## src/rtl/bimodal_table_ctrl.sv

```systemverilog
// bimodal_table_ctrl: sequences the bimodal counter RAM for lookups, saturating updates and flush sweeps
module bimodal_table_ctrl #(
  parameter int NUM_ENTRIES = 512,
  parameter int IDX_W = $clog2(NUM_ENTRIES),
  parameter int CTR_W = 2,
  parameter int UPD_DEPTH = 4,
  parameter logic [CTR_W-1:0] INIT_VAL = 'b01
) (
  input  logic             clk,
  input  logic             rst,
  input  logic             flush_i,
  input  logic             pred_valid_i,
  input  logic [IDX_W-1:0] pred_idx_i,
  output logic             pred_ready_o,
  output logic             pred_resp_v_o,
  output logic [CTR_W-1:0] pred_ctr_o,
  output logic             pred_taken_o,
  input  logic             upd_valid_i,
  input  logic [IDX_W-1:0] upd_idx_i,
  input  logic             upd_taken_i,
  output logic             upd_ready_o,
  output logic             busy_o,
  output logic [IDX_W-1:0] ram_raddr_o,
  input  logic [CTR_W-1:0] ram_q_i,
  output logic             ram_we_o,
  output logic [IDX_W-1:0] ram_waddr_o,
  output logic [CTR_W-1:0] ram_wdata_o
);
  localparam int PTR_W = $clog2(UPD_DEPTH);
  localparam logic [CTR_W-1:0] CTR_MAX = {CTR_W{1'b1}};
  typedef enum logic {RUN, SWEEP} state_t;
  state_t state_q, state_d;
  logic [IDX_W-1:0] cnt_q, cnt_d;
  logic [IDX_W-1:0] fifo_idx_q [UPD_DEPTH];
  logic [IDX_W-1:0] fifo_idx_d [UPD_DEPTH];
  logic [UPD_DEPTH-1:0] fifo_tkn_q, fifo_tkn_d;
  logic [PTR_W-1:0] rd_ptr_q, rd_ptr_d, wr_ptr_q, wr_ptr_d;
  logic [PTR_W:0] count_q, count_d;
  logic rd_v_q, rd_v_d, rd_upd_q, rd_upd_d, rd_tkn_q, rd_tkn_d;
  logic [IDX_W-1:0] rd_idx_q, rd_idx_d;
  logic fw_we_q, fw_we_d;
  logic [IDX_W-1:0] fw_addr_q, fw_addr_d;
  logic [CTR_W-1:0] fw_data_q, fw_data_d, hold_q, hold_d;
  logic run, full, pred_fire, pop, push, u2;
  logic [CTR_W-1:0] rd_data, new_ctr;
  // read-port arbitration, forwarding, saturating update and RAM write selection
  always_comb begin
    run = state_q == RUN;
    full = count_q == (PTR_W+1)'(UPD_DEPTH);
    pred_ready_o = run & ~flush_i & ~full;
    upd_ready_o = run & ~flush_i & ~full;
    pred_fire = pred_valid_i & pred_ready_o;
    pop = run & ~flush_i & ~pred_fire & (count_q != '0);
    push = upd_valid_i & upd_ready_o;
    ram_raddr_o = pred_fire ? pred_idx_i : pop ? fifo_idx_q[rd_ptr_q] : '0;
    rd_data = (fw_we_q && fw_addr_q == rd_idx_q) ? fw_data_q : ram_q_i;
    new_ctr = rd_tkn_q ? (rd_data == CTR_MAX ? rd_data : rd_data + CTR_W'(1))
                       : (rd_data == '0 ? rd_data : rd_data - CTR_W'(1));
    u2 = rd_v_q & rd_upd_q & ~flush_i;
    ram_we_o = ~run | u2;
    ram_waddr_o = ~run ? cnt_q : u2 ? rd_idx_q : '0;
    ram_wdata_o = ~run ? INIT_VAL : u2 ? new_ctr : '0;
    pred_resp_v_o = rd_v_q & ~rd_upd_q & ~flush_i;
    pred_ctr_o = pred_resp_v_o ? rd_data : hold_q;
    pred_taken_o = pred_ctr_o[CTR_W-1];
    busy_o = ~run | (count_q != '0) | (rd_v_q & rd_upd_q);
  end
  // next-state: sweep counter, update FIFO, read pipeline and write-forward register
  always_comb begin
    state_d = flush_i ? SWEEP : (~run && cnt_q == IDX_W'(NUM_ENTRIES-1)) ? RUN : state_q;
    cnt_d = flush_i ? '0 : ~run ? cnt_q + IDX_W'(1) : cnt_q;
    fifo_idx_d = fifo_idx_q;
    fifo_tkn_d = fifo_tkn_q;
    if (push) begin
      fifo_idx_d[wr_ptr_q] = upd_idx_i;
      fifo_tkn_d[wr_ptr_q] = upd_taken_i;
    end
    rd_ptr_d = flush_i ? '0 : rd_ptr_q + PTR_W'(pop);
    wr_ptr_d = flush_i ? '0 : wr_ptr_q + PTR_W'(push);
    count_d = flush_i ? '0 : count_q + (PTR_W+1)'(push) - (PTR_W+1)'(pop);
    rd_v_d = pred_fire | pop;
    rd_upd_d = pop;
    rd_idx_d = ram_raddr_o;
    rd_tkn_d = fifo_tkn_q[rd_ptr_q];
    fw_we_d = ram_we_o;
    fw_addr_d = ram_waddr_o;
    fw_data_d = ram_wdata_o;
    hold_d = pred_resp_v_o ? rd_data : hold_q;
  end
  // state registers with synchronous reset; RAM contents are never touched by reset
  always_ff @(posedge clk) begin
    if (rst) begin
      state_q <= RUN;
      cnt_q <= '0;
      fifo_idx_q <= '{default: '0};
      fifo_tkn_q <= '0;
      rd_ptr_q <= '0;
      wr_ptr_q <= '0;
      count_q <= '0;
      rd_v_q <= 1'b0;
      rd_upd_q <= 1'b0;
      rd_tkn_q <= 1'b0;
      rd_idx_q <= '0;
      fw_we_q <= 1'b0;
      fw_addr_q <= '0;
      fw_data_q <= '0;
      hold_q <= '0;
    end else begin
      state_q <= state_d;
      cnt_q <= cnt_d;
      fifo_idx_q <= fifo_idx_d;
      fifo_tkn_q <= fifo_tkn_d;
      rd_ptr_q <= rd_ptr_d;
      wr_ptr_q <= wr_ptr_d;
      count_q <= count_d;
      rd_v_q <= rd_v_d;
      rd_upd_q <= rd_upd_d;
      rd_tkn_q <= rd_tkn_d;
      rd_idx_q <= rd_idx_d;
      fw_we_q <= fw_we_d;
      fw_addr_q <= fw_addr_d;
      fw_data_q <= fw_data_d;
      hold_q <= hold_d;
    end
  end
endmodule

```

## config.mk

```make
export PLATFORM = sky130hd
export DESIGN_NAME = bimodal_table_ctrl
export DESIGN_NICKNAME = d
export VERILOG_FILES = /design/src/rtl/bimodal_table_ctrl.sv
export SDC_FILE = /design/constraint.sdc
export NUM_CORES = 1
export LEC_CHECK = 0
export ABC_AREA = 1
export CELL_PAD_IN_SITES_DETAIL_PLACEMENT = 0
export CELL_PAD_IN_SITES_GLOBAL_PLACEMENT = 1
export CORE_MARGIN = 4
export CORE_UTILIZATION = 42
export DETAILED_ROUTE_END_ITERATION = 10
export PLACE_DENSITY_LB_ADDON = 0.1
export SETUP_SLACK_MARGIN = 0.3
export SLEW_MARGIN = 20
export SYNTH_ARGS = -nofsm -noshare
export SYNTH_HDL_FRONTEND = slang
export SYNTH_SLANG_ARGS = --single-unit
```

## constraint.sdc

```tcl
create_clock -name clk -period 4 [get_ports clk]
set_clock_uncertainty 0.05 [all_clocks]
set_input_delay 0.8 -clock clk [delete_from_list [all_inputs] [get_ports clk]]
set_output_delay 0.8 -clock clk [all_outputs]
set_load 0.01 [all_outputs]
```

## Yosys cells after proc, flatten, opt, wreduce, memory -nomap -nowiden

Index checks and enable logic that the tools add are counted.

- Memory bits (writable): 0
- Latch bits: 0
- Input bits: 26
- Memories: 0
- Output and inout port bits: 28
- Memory bits (read-only): 0
- Register bits after elaboration: 83
- Word-level logic and storage cells: 88

- Shift operators: 0
- $add $sub $neg: 7
- Muxes and demuxes: 24
- Eq/ne operators: 4
- Reductions and logical operators: 8
- Divide/modulo/power cells: 0
- Bitwise gates (word level): 21
- $mul: 0
- $lt $le $gt $ge: 6

Operators with widths:

| operator | count |
|---|---|
| 9-bit 2-to-1 mux | 7 |
| 36-bit bitwise mux | 1 |
| 9-bit binary-select mux with 2-bit select | 1 |
| 9-bit demux with 2-bit select | 1 |
| 2-bit 2-to-1 mux | 7 |
| 1-bit bitwise AND | 10 |
| 9-bit by 1-bit adder with 9-bit output (second input constant) | 1 |
| 9-bit == test | 1 |
| 9-bit == test (second input constant) | 1 |
| 3-bit >= comparator (second input constant) | 2 |
| 2-bit by 3-bit < comparator with 1-bit output (second input constant) | 2 |
| 2-bit NOT with 3-bit output | 2 |
| 1-bit NOT | 5 |
| 2-bit by 1-bit adder with 2-bit output | 2 |
| 4-bit bitwise mux | 1 |
| 1-bit logical AND | 4 |
| 1-bit 2-to-1 mux | 4 |
| 1-bit OR | 4 |
| 3-bit by 1-bit adder with 3-bit output | 1 |
| 3-bit == test (second input constant) | 1 |
| 3-bit by 1-bit < comparator with 1-bit output (second input constant) | 1 |
| 3-bit nonzero test | 1 |
| 3-bit by 1-bit subtractor with 3-bit output | 1 |
| 2-bit by 1-bit adder with 2-bit output (second input constant) | 1 |
| 8 further kinds | 8 |

## Logic depth before layout (Yosys ltp)

Gate-level depths: netlist of run 1.

- Depth in word-level cells: 9
- Depth in mapped cells: 14
- Depth with buffers taken out: 14

## Worst setup path after synthesis of run 1

Ideal clock, no wire load.

- Path kind: input -> register
- From: in flush_i
- To: reg count_q[2]
- Slack: 1.271 ns
- Stages on the path: 13
- Arrival time: 2.609 ns
- Data required time: 3.880 ns
- Cells stage by stage: nor2_2 nand2_1 inv_2 nand2_1 nand2_1 inv_2 ha_1 inv_1 ha_1 inv_1 fa_1 or2_2 a21oi_1

- Longest elaborated chain between the ends: 8

Ends and longest elaborated chain:

| what | RTL line | RTL |
|---|---|---|
| start, declared | 11 | `input logic flush_i,` |
| 1-bit NOT | 50 | `pred_ready_o = run & ~flush_i & ~full;` |
| 1-bit bitwise AND (2 in series) | 50 |  |
| named net pred_ready_o | 14 | `output logic pred_ready_o,` |
| 1-bit bitwise AND | 52 | `pred_fire = pred_valid_i & pred_ready_o;` |
| 1-bit NOT | 53 | `pop = run & ~flush_i & ~pred_fire & (count_q != '0);` |
| 1-bit bitwise AND (2 in series) | 53 |  |
| named net pop | 44 | `logic run, full, pred_fire, pop, push, u2;` |
| 3-bit by 1-bit subtractor with 3-bit output | 80 | `count_d = flush_i ? '0 : count_q + (PTR_W+1)'(push) - (PTR_W+1)'(pop);` |
| end signal, assigned | 115 | `count_q <= count_d;` |
| end, declared | 38 | `logic [PTR_W:0] count_q, count_d;` |

The timed path passes the listed nets, and every way through them passes these cells.
A chain may end at the register's enable or synchronous reset.

## Worst setup path in the final report of run 1

- From: in flush_i
- To: out ram_raddr_o[8]

- Longest elaborated chain between the ends: 9

Ends and longest elaborated chain:

| what | RTL line | RTL |
|---|---|---|
| 1-bit NOT * | 50, 53 |  |
| 1-bit bitwise AND * | 50, 53 |  |
| 1-bit bitwise AND | 50 |  |
| 1-bit bitwise AND | 52 |  |
| 1-bit NOT | 53 |  |
| 1-bit bitwise AND * (2 in series) | 53 |  |
| named net pop | 44 |  |
| 9-bit 2-to-1 mux * (2 in series) | 55 | `ram_raddr_o = pred_fire ? pred_idx_i : pop ? fifo_idx_q[rd_ptr_q] : '0;` |
| end, declared | 23 | `output logic [IDX_W-1:0] ram_raddr_o,` |

The timed path passes the listed nets; every way through them passes the cells marked *.

==> metrics.txt, run 1 <==
status finished, final reports clean; Die ar. 0.0108 mm²; unrepaired setup endpoints after global routing false; Clock Latency Late Sink 350 ps; RR Startpoint state_q; initial antenna violation count 0; Synth cell types 31; vias 3434; cts bufs inserted 9; number of diodes 0; Max Clock Freq 280 MHz; Setup Slack @ Placement 423 ps; Peak VDD IR 0.200 mV; final core occ 0.529; CP Max Fanout 11; via/cell ratio 4.80; CTS sink cnt 83; min cycle time layout 3580 ps; Hold EP fifo_idx_q[9]; WP data arrival 2730 ps; # DRC 0; Die W 104 µm; # fillers 913; max incr delay on CP 550 ps; die height 104 µm; leakage 1.84 nW; max-slew violation count 0; fin worst setup slack 423 ps; core area 0.00885 mm²; Synth Register Bits 83; largest net degree at the start of global routing 42; max-cap violations 0; Multi-input gate area 0.00171 mm²; global-route wire length before repair 16200 µm; Pwr Density 366 mW/mm²; Routed WL 9450 µm; fin crit share 0.894; worst hold path type flip-flop to flip-flop; slowest stage cell, crit path clkdlybuf4s50_1; syn avg cell area 6.91 µm²; CP required 3150 ps; CP most frequent cell nand2_1; Synth warnings 0; num ports 54; P&R area growth vs syn 21.3%; Yosys top cell area share 0.431; Worst Hold Depth 2; Wirelength per Cell 13.2 µm; Slew headroom 0.516; reg-to-reg critical path endpoint count_q[2]; critical path class primary input to primary output; Least-Margin Pin Slew 725 ps; FF/Latch Area 0.00166 mm²; reg-to-reg setup timing slack 1480 ps; Final #Nets 635; first drt pass iteration count 4; vias in the first global route 3347; Total GRT Usage 0.183; Hold-fix buffers, CTS 0; Clock Tree Root clkbuf_8; TNS Setup 0 ps; Initial Utilization 0.436; CTS tree built; Final Hold Fails 0; sequential share of the synthesized area 0.431; Rows 34; post-DP HPWL 7270 µm; Syn Nets 591; H-tree Lvls 3; Syn Inst Count 558; Worst-path clk slew 80 ps; DR iter-0 viols 115; Overflow after GRT 0; ANT nets after route 0; cell taking the most area after synthesis dfxtp_1; Setup crit start kind primary input; setup violators final 0; Post-CTS Resized 0; port bufs 53; Worst Reg-to-Reg Cells 13; postcts setup bufs 0; Setup crit end kind primary output; gpl congestion 0.833; Clock Path Buffers 2; Min-Delay Startpoint fifo_idx_q[9]; fraction of layout cells with a size suffix above 1 0.0758; synthesized area 0.00386 mm²; ordered cell list for the critical path clkdlybuf4s50_1 > nor2_2 > nand2_1 > inv_2 > nand2_1 > nand2_1 > inv_2 > o21ai_1 > nand2_1 > clkdlybuf4s50_1; top post-synthesis cells by area dfxtp_1 43%, a21oi_1 11%, nand2_1 9.3%, inv_1 8.6%, o21ai_1 6.6%
## layout by cell type, fill, tap and decap left out, types with 2 or more instances in the layout
| master | count |
|---|---|
| nand2_1 | 96 |
| inv_1 | 87 |
| dfxtp_1 | 83 |
| a21oi_1 | 82 |
| clkdlybuf4s50_1 | 53 |
| o21ai_1 | 51 |
| nor2_1 | 40 |
| o21ai_0 | 24 |
| nand3_1 | 15 |
| inv_2 | 14 |
| clkbuf_8 | 11 |
| o22ai_1 | 7 |
| ha_1 | 6 |
| nor3_1 | 5 |
| nor2_2 | 4 |
| nor3_2 | 3 |
| xnor2_1 | 3 |
| buf_4 | 3 |
| nand4_1 | 2 |
| nand2_2 | 2 |
| clkinv_1 | 2 |
| clkinv_4 | 2 |
| bufinv_16 | 2 |
## power breakdown
group / leakage [nW] / internal (mW) / switching (mW)
clock network: 0.116 / 0.388 / 0.305
registers: 0.672 / 0.842 / 0.00920
logic: 1.05 / 0.0737 / 0.0945
total: 1.84 / 1.30 / 0.409
## kinds of logic (layout without fill, tap and decap cells)
group	Yosys count	count (layout)	share of synthesized area
adders and majority gates	7	7	0.0247
AOI/OAI and AO/OA	168	168	0.223
xor gates and xnor gates	4	4	0.00908
buffers and inverters	126	175	0.127
and+or+nand+nor	170	170	0.185
DFF	83	83	0.431
## through the flow
stage | instance area [µm²] | cells | total power, mW | hold WS, ps
6_report | 4680 | 715 | 1.71 | 395
3_3_place_gp | 4440 | 699 | 1.04 | 381
3_5_place_dp | 4440 | 699 | 1.04 | 384
2_1_floorplan | 3860 | 558 | 0.964 | 371
5_1_grt | 4680 | 715 | 1.79 | 418
4_1_cts | 4680 | 715 | 1.73 | 396
## cell type report
type	count	area share
clock buffers	11	0.0324
clock inverters	5	0.0182
inverters	103	0.0826
multi-input cells	349	0.365
flip-flops and latches	83	0.355
well taps	108	0.0289
repair buffers	56	0.118
## cells in the mapped netlist
| library cell | instances |
|---|---|
| nand2_1 | 96 |
| inv_1 | 88 |
| dfxtp_1 | 83 |
| a21oi_1 | 82 |
| o21ai_1 | 51 |
| nor2_1 | 40 |
| o21ai_0 | 24 |
| nand3_1 | 15 |
| inv_2 | 13 |
| clkbuf_1 | 12 |
| buf_2 | 8 |
| o22ai_1 | 7 |
| ha_1 | 6 |
| nor3_1 | 5 |
| nor2_2 | 4 |
| nor3_2 | 3 |
| xnor2_1 | 3 |
| buf_4 | 2 |
| clkinv_1 | 2 |
| nand2_2 | 2 |
| nand4_1 | 2 |
| a211oi_1 | 1 |
| a21boi_1 | 1 |
| a21oi_2 | 1 |
| and2_4 | 1 |
| buf_1 | 1 |
| fa_1 | 1 |
| nand3b_1 | 1 |
| o21a_2 | 1 |
| or2_2 | 1 |
| xor2_1 | 1 |
## worst max-delay path by stage
stage                  from        endpoint  slack, ps
floorplan           flush_i      count_q[2]       1270
global placement    flush_i  ram_raddr_o[8]        490
detailed placement  flush_i  ram_raddr_o[8]        420
CTS                 flush_i  ram_raddr_o[8]        420
global route        flush_i  ram_raddr_o[8]        320
finish              flush_i  ram_raddr_o[8]        420
## registers in the layout, indices dropped and copies added, names as in the netlist
signal and flops:
cnt_q 9, count_q 3, fifo_idx_q 36, fifo_tkn_q 4, fw_addr_q 9, fw_data_q 2
fw_we_q 1, hold_q 2, rd_idx_q 9, rd_ptr_q 2, rd_tkn_q 1, rd_upd_q 1
rd_v_q 1, state_q 1, wr_ptr_q 2
## worst max-delay path, delay by kind of cell
family | cells | cell delay, ps
buffers and inverters | 4 | 1300
and+or+nand+nor | 5 | 480
AOI/OAI and AO/OA | 1 | 130
## metal layers
layer  GRT usage  part of all wire  vias to the layer above
li1            -                 -                     1869
met4      0.0608             0.014                        0
met3      0.0311             0.030                       11
met1       0.235              0.47                     1501
met5           0                 0                        -
met2       0.312              0.48                       53
Power figures use the tool's default switching activity.
==> run 2, diff against run 1 <==
==> constraint.sdc (replaced) <==
create_clock -name clk -period 4.2 [get_ports clk]
set_clock_uncertainty 0.05 [all_clocks]
set_input_delay 0.84 -clock clk [delete_from_list [all_inputs] [get_ports clk]]
set_output_delay 0.84 -clock clk [all_outputs]
set_load 0.01 [all_outputs]
==> run 2 against run 1 <==
  * Die area unchanged
  * Clock power down 14%
  * Final area down 0.75%
  * Critical endpoint unchanged
  * Largest cell class unchanged
==> metrics.txt, run 2 (same netlist as run 1, synthesis figures left out) <==
status finished, final reports clean (unchanged); max-slew violation count 0 (unchanged); Setup crit start kind primary input (unchanged); Most flops, register fifo_idx_q (unchanged); leakage 1.82 nW (was 1.84 nW); Max Clock Freq 275 MHz; fraction of layout cells with a size suffix above 1 0.0743 (was 0.0758); fin crit share 0.867; CP required 3310 ps (was 3150 ps); # DRC 0 (unchanged); core area 0.00885 mm² (unchanged); post-DP HPWL 7290 µm (was 7270 µm); CTS tree built (unchanged); WP data arrival 2750 ps (was 2730 ps); Final Hold Slack 395 ps (about the same); setup violators final 0 (unchanged); die height 104 µm (unchanged); num ports 54 (unchanged); number of diodes 0 (unchanged); Post-CTS Resized 0 (unchanged); ANT nets after route 0 (unchanged); Clock Tree Root clkbuf_8 (unchanged); TNS Setup 0 ps (unchanged); most frequent cells in the layout 96 x nand2_1, 87 x inv_1, 83 x dfxtp_1 (unchanged); max FFs per register 36 (unchanged); Pwr Density 338 mW/mm² (was 366 mW/mm²); Slew headroom 0.480 (was 0.516); Total GRT Usage 0.181 (was 0.183); unrepaired setup endpoints after global routing false (unchanged); CTS sink cnt 83 (unchanged); critical path class primary input to primary output (unchanged); Final Cell Area 0.00464 mm² (was 0.00468 mm²); Worst-path clk slew 80 ps (about the same); initial antenna violation count 0 (unchanged); first drt pass iteration count 4 (unchanged); most common cell after layout, fill and taps aside nand2_1 (unchanged); min cycle time layout 3640 ps; CP Max Fanout 11 (unchanged); port bufs 53 (unchanged); Clock Latency Late Sink 360 ps (was 350 ps); largest net degree at the start of global routing 42 (unchanged); postcts setup bufs 0 (unchanged); Routed WL 9490 µm (was 9450 µm); Rows 34 (unchanged); Least-Margin Pin Slew 778 ps (was 725 ps); area post-placement 0.00443 mm² (was 0.00444 mm²); Initial Utilization 0.436 (unchanged); Final #Nets 634 (was 635); Clock Path Buffers 2 (unchanged); P&R area growth vs syn 20.4% (was 21.3%); Setup crit end kind primary output (unchanged); Overflow after GRT 0 (unchanged); worst hold path type flip-flop to flip-flop (unchanged); H-tree Lvls 3 (unchanged); DR iter-0 viols 125 (was 115); Die W 104 µm (unchanged); Wirelength per Cell 13.3 µm (was 13.2 µm); Peak VDD IR 0.229 mV (was 0.200 mV); cts bufs inserted 9 (unchanged); via/cell ratio 4.93 (was 4.80); vias in the first global route 3310 (was 3347); Final Hold Fails 0 (unchanged); global-route wire length before repair 15900 µm (was 16200 µm); # fillers 900 (was 913); Hold-fix buffers, CTS 0 (unchanged); max-cap violations 0 (unchanged); gpl congestion 0.836 (was 0.833); Die ar. 0.0108 mm² (unchanged); vias 3517 (was 3434)
==> run 2: final cells by class <==
| class | instances | area (µm²) | area share |
|---|---|---|---|
| inverters | 103 | 387 | 0.0833 |
| clock inverters | 6 | 71.3 | 0.0154 |
| well taps | 108 | 135 | 0.0291 |
| repair buffers | 55 | 546 | 0.117 |
| clock buffers | 10 | 138 | 0.0296 |
| multi-input cells | 349 | 1710 | 0.367 |
| flip-flops and latches | 83 | 1660 | 0.358 |
==> run 2: per-layer routing <==
metal  vias to the layer above  wire [µm]  track usage
met3                         7        330       0.0417
met4                         0         75       0.0456
met1                      1573       4510        0.226
met2                        67       4580        0.314
li1                       1870          -            -
met5                         -          0            0
==> run 2: report_power, final <==
group,switching [mW],total [mW],leakage [nW],internal (mW)
sequential,0.00874,0.811,0.672,0.802
clock,0.303,0.599,0.0995,0.296
combinational,0.0911,0.161,1.05,0.0703
total,0.403,1.57,1.82,1.17
==> run 2: metrics by stage <==
stage | power (mW) | setup slack (ps) | utilization | cells
6_report | 1.57 | 558 | 0.525 | 714
5_1_grt | 1.64 | 418 | 0.525 | 714
4_1_cts | 1.59 | 551 | 0.525 | 714
3_5_place_dp | 0.992 | 563 | 0.501 | 698
3_3_place_gp | 0.991 | 606 | 0.501 | 698
2_1_floorplan | 0.919 | 1430 | - | 558
==> run 2: final timing paths <==
path | startpoint | endpoint | slack, ps | cells past startpoint
worst max-delay path | flush_i | ram_raddr_o[8] | 560 | 10
worst min register to register | fifo_idx_q[26] | fifo_idx_q[26] | 390 | 2
worst max register to register | state_q | count_q[2] | 1650 | 13
worst min-delay path | fifo_idx_q[26] | fifo_idx_q[26] | 390 | 2
==> run 2: critical path: stages <==
cell and delay, ps:
clkdlybuf4s50_1 530, nor2_2 80, nand2_1 90, inv_2 50
nand2_1 100, nand2_1 100, inv_2 180, o21ai_1 130
nand2_1 110, clkdlybuf4s50_1 540
